==> config.mk <==
export PLATFORM = sky130hd
export DESIGN_NAME = load_store_unit
export DESIGN_NICKNAME = d
export VERILOG_FILES = /design/src/rtl/load_store_unit.sv
export SDC_FILE = /design/constraint.sdc
export NUM_CORES = 1
export LEC_CHECK = 0
export CORE_MARGIN = 2
export CORE_UTILIZATION = 30
export CTS_CLUSTER_DIAMETER = 40
export DETAILED_ROUTE_END_ITERATION = 8
export GPL_TIMING_DRIVEN = 0
export SETUP_SLACK_MARGIN = 0.5
export SYNTH_ARGS = -nofsm -noshare
export SYNTH_HDL_FRONTEND = slang
export SYNTH_SLANG_ARGS = --single-unit
==> constraint.sdc <==
create_clock -name clk -period 2.6 [get_ports clk]
set_clock_uncertainty 0.1 [all_clocks]
set_input_delay 0.26 -clock clk [delete_from_list [all_inputs] [get_ports clk]]
set_output_delay 0.26 -clock clk [all_outputs]
set_load 0.05 [all_outputs]
==> src/rtl/load_store_unit.sv <==
// load_store_unit: byte/half/word load-store bridge to word-wide DataMemory, sub-word stores via read-modify-write
module load_store_unit #(
  parameter int ADDR_LIMIT = 512,
  parameter int DATA_W     = 32
) (
  input  logic              clk,
  input  logic              rst_n,
  input  logic              req_valid,
  output logic              req_ready,
  input  logic              req_we,
  input  logic [1:0]        req_size,
  input  logic              req_unsigned,
  input  logic [DATA_W-1:0] req_addr,
  input  logic [DATA_W-1:0] req_wdata,
  output logic              resp_valid,
  input  logic              resp_ready,
  output logic [DATA_W-1:0] resp_rdata,
  output logic              resp_error,
  output logic              mem_read,
  output logic              mem_write,
  output logic [DATA_W-1:0] mem_addr,
  output logic [DATA_W-1:0] mem_wdata,
  input  logic [DATA_W-1:0] mem_rdata
);
  typedef enum logic [2:0] {IDLE, LOAD, RMW_RD, WRITE, RESP} state_t;
  state_t            r_state;
  logic              r_uns, r_error;
  logic [1:0]        r_size;
  logic [DATA_W-1:0] r_addr, r_wdata, r_merged, r_rdata;
  logic              w_err;
  logic [4:0]        w_shift;
  logic [7:0]        w_byte;
  logic [15:0]       w_half;
  logic [DATA_W-1:0] w_load, w_lane_mask, w_merged;
  always_comb begin
    w_err = (req_size == 2'b11) | ((req_size == 2'b01) & req_addr[0]) |
            ((req_size == 2'b10) & (req_addr[1:0] != 2'b00)) | (req_addr >= DATA_W'(ADDR_LIMIT));
    w_shift = {r_addr[1:0], 3'b000};
    w_byte = 8'(mem_rdata >> w_shift);
    w_half = r_addr[1] ? mem_rdata[31:16] : mem_rdata[15:0];
    w_load = (r_size == 2'b00) ? {{24{~r_uns & w_byte[7]}}, w_byte} :
             (r_size == 2'b01) ? {{16{~r_uns & w_half[15]}}, w_half} : mem_rdata;
    w_lane_mask = ((r_size == 2'b00) ? 32'h0000_00FF : 32'h0000_FFFF) << w_shift;
    w_merged = (mem_rdata & ~w_lane_mask) | ((r_wdata << w_shift) & w_lane_mask);
  end
  assign req_ready  = rst_n & (r_state == IDLE);
  assign resp_valid = r_state == RESP;
  assign resp_rdata = r_rdata;
  assign resp_error = r_error;
  assign mem_read   = (r_state == LOAD) | (r_state == RMW_RD);
  assign mem_write  = r_state == WRITE;
  assign mem_addr   = {r_addr[31:2], 2'b00};
  assign mem_wdata  = mem_write ? ((r_size == 2'b10) ? r_wdata : r_merged) : '0;
  always_ff @(posedge clk or negedge rst_n) begin
    if (!rst_n) begin
      r_state  <= IDLE;
      r_uns    <= 1'b0;
      r_error  <= 1'b0;
      r_size   <= 2'b00;
      r_addr   <= '0;
      r_wdata  <= '0;
      r_merged <= '0;
      r_rdata  <= '0;
    end else begin
      case (r_state)
        IDLE: if (req_valid) begin
          r_uns   <= req_unsigned;
          r_size  <= req_size;
          r_addr  <= req_addr;
          r_wdata <= req_wdata;
          r_error <= w_err;
          r_rdata <= '0;
          r_state <= w_err ? RESP : !req_we ? LOAD : (req_size == 2'b10) ? WRITE : RMW_RD;
        end
        LOAD: begin
          r_rdata <= w_load;
          r_state <= RESP;
        end
        RMW_RD: begin
          r_merged <= w_merged;
          r_state  <= WRITE;
        end
        WRITE: r_state <= RESP;
        RESP: if (resp_ready) r_state <= IDLE;
        default: r_state <= IDLE;
      endcase
    end
  end
endmodule

==> metrics.md <==
| Metric | Value |
|---|---|
| GRT Resource Usage Total | 19.5% |
| Combinational share of power | 34.4% |
| Total of max-cap violations | 0 |
| Clk pwr share | 32.7% |
| Share of layout cells above drive strength 1 | 35.2% |
| Final Critical Period | between 2 and 2.5 ns |
| Status | finished, violations left |
| Predominant post-synthesis flop cell | dfrtp_1 |
| Failing checks | hold timing |
| Fmax | 461 MHz |
| Worst slack, placed | -0.348 ns |
| Overall power | 7.75 mW |
| Routed len/inst | 18.8 um |
| Tcrit/Tclk final | 83.4% |
| Int Pwr | 5.08 mW |
| CP delay by family, top | simple AND/OR/NAND/NOR gates |
| CP arrival | 2.43 ns |
| Worst-Margin Slew | 0.791 ns |
| Synth top area cells | dfrtp_1 48%, mux2_2 14%, nand2_1 7.5%, mux2i_1 5.8%, o21ai_0 4.6% |
| CP required | 2.86 ns |
| Count leader, synth | nand2_1 |
| GRT overflow | 0 |
| Vias | between 6,000 and 7,000 |
| Ys Warns | 0 |
| Clock-pin slew on the worst setup and hold paths | 0.07 ns |
| Worst Slack Setup Final | approximately 0.43 ns |
| Critical path class | flip-flop to flip-flop |
| Die ar. | roughly 0.025 mm2 |
| Worst Hold Class | primary input to asynchronous set/reset pin |
| Reg2reg path depth | 8 |
| FF-to-FF Start | r_state[2] |
| Clock buffer depth | 2 |
| Post-DP HPWL | 17,600 um |
| DIE HEIGHT | 157 um |
| Unrepaired setup endpoints after global routing | yes |
| GPL Wtd Cong | 0.986 |
| Via-per-instance ratio | around 5 |
| Worst path cell trace | buf_6 -> or3b_4 -> buf_8 -> buf_6 -> a221o_1 -> nand3b_4 -> buf_4 -> o21ai_2 |
| Synthesis-stage register bit count | between 100 and 150 |
| Seq/Total Area, Yosys | 48.0% |
| 1st-pass router iterations | 5 |
| Share of the synthesized area in the top cell type | 48.0% |
| Yosys top cell by area | dfrtp_1 |
| Port bufs | between 200 and 250 |
| Root buf cell | clkbuf_16 |
| CTS tree | yes |
| Top Ports | 205 |
| Critical path fanouts, max | 8 |
| Largest net degree at the start of global routing | 82 |
| Area delta synth->final | 58.1% |
| Final slew viol count | 0 |
| Vias in the first global route | 6,282 |
| Die width | 157 um |
| Flop pwr share | between 30 and 40% |
| CP bufs+invs | 4 |
| Clock insertion delay at the later pin of the skew report | 0.43 ns |
| DRT antenna net count | 0 |
| Initial core utilization | 30.2% |
| Sink Count | between 100 and 150 |
| Critical Path Slowest Stage Cell | or3b_4 |
| CP peak stage delay | 0.38 ns |
| Startpoint types | flip-flop |
| Top post-synthesis cells by count | 140 x nand2_1, 135 x dfrtp_1, 90 x mux2_2 |
| Yosys cell types | 42 |
| Slew HR | between 40% and 50% |
| Switching pwr | 2.67 mW |
| Worst path most repeated cell | buf_6 |
| Post-synth EDFFs | 0 |
| Core Area | about 0.023 mm2 |
| Initial antenna violation count | 2 |
| Drt first-iter violations | approximately 440 |
| Mapped cell area | 0.00703 mm2 |
| Reg-to-reg setup timing slack | between 0.4 and 0.5 ns |
| Rows | 56 |
| Power density cells | 697 mW/mm2 |
| Critical Path End Type | flip-flop |
| Final hold violation count | 79 |
| Async set-or-reset flop fraction in the synthesized netlist | 100% |
| Post-Syn Instances | 704 |
| Worst r2r dst | resp_rdata[18] |
| Routed WL | 24,300 um |
| TritonCTS buffer count | 17 |
| Peak supply drop | 500 uV |
| H-tree Lvls | 4 |
| First-pass GRT wire length | 36,300 um |
| # nets final | 1,065 |
| Final hold slack | -0.239 ns |
| Switching Fraction | 34.5% |
| # setup viols final | 0 |
| Leakage power | a little under 5 nW |
| Mean Syn Cell Area | 9.99 um2 |
| DRC | 0 |
[metal layers]
layer  up-vias  share of wire, %  GRT usage, %
li1       2941                 -             -
met2       228                46          29.9
met3        42               7.4          6.00
met1      3111                44          26.0
met5         -                 0             0
met4         0               2.6          7.27
[worst max path at each step]
stage / slack, ns / startpoint / depth (start not counted) / to
2_1_floorplan: 0.52 / r_size[1] / 6 / mem_wdata[10]
3_3_place_gp: -4.69 / rst_n / 3 / req_ready
3_5_place_dp: -0.35 / r_size[1] / 7 / mem_wdata[2]
4_1_cts: 0.40 / r_size[1] / 5 / r_merged[16]
5_1_grt: 0.35 / r_state[1] / 7 / resp_rdata[22]
6_report: 0.43 / r_state[2] / 8 / resp_rdata[18]
[per-stage QoR]
step / setup TNS (ns) / std cells / utilization, % / area [um2] / hold WS, ns
finish: 0 / 1294 / 47.8 / 11100 / -0.239
detailed placement: -8.31 / 1227 / 41.3 / 9600 / 0.271
floorplan: 0 / 705 / - / 7150 / -0.136
CTS: 0 / 1275 / 46.0 / 10700 / -0.199
global route: 0 / 1293 / 47.8 / 11100 / -0.190
global placement: -623.30 / 1226 / 41.2 / 9580 / 0.367
[flip-flops by register name, summed over array words and instances, names as in the netlist]
signal	cells
r_addr	32
r_uns	1
r_merged	32
resp_error	1
resp_rdata	32
r_size	2
r_wdata	32
r_state	3
[logic make-up after synthesis]
group | synth area share, %
AND/OR/NAND/NOR | 13.1
AO/OA/AOI/OAI | 12.2
flip-flops | 48.0
multiplexers | 20.2
buffers and inverters | 6.44
other | 0.0533
[cell type report]
cell class,count,area (um2)
Timing Repair Buffer,237,2390
Clock inverter,14,174
Inverter,4,15.0
Buffer,79,649
Antenna cell,1,2.50
Sequential cell,135,3380
Clock buffer,18,439
Tap cell,319,399
Multi-Input combinational cell,487,3670
Fill cell,2194,12100
[power by group through the flow]
stage               Sequential, mW  Combinational (mW)  Clock [mW]
floorplan                     2.49                1.59           0
global placement              2.55                2.31           0
detailed placement            2.56                2.33           0
CTS                           2.52                2.51        2.60
global route                  2.58                2.82        2.69
finish                        2.55                2.67        2.53
[repair_timing]
item                                   4_1_cts  5_1_grt
endpoints found under the hold margin       79       79
gates cloned                                 2        1
setup endpoints to repair                  145      117
resized for setup                          330       83
buffers inserted                            14       17
pin swaps                                   17       30
[layout by cell type (no fill, tap or decap), types with 15 or more instances in the layout]
cell type and count:
clkbuf_16 20, a21oi_2 20, buf_6 39, mux2_2 90
nor2b_1 17, nand2_1 121, dfrtp_1 133, nand2_4 15
clkdlybuf4s50_1 162, o21ai_0 59, buf_4 64, mux2i_1 41
No activity file was read; power rests on OpenSTA's default activity.
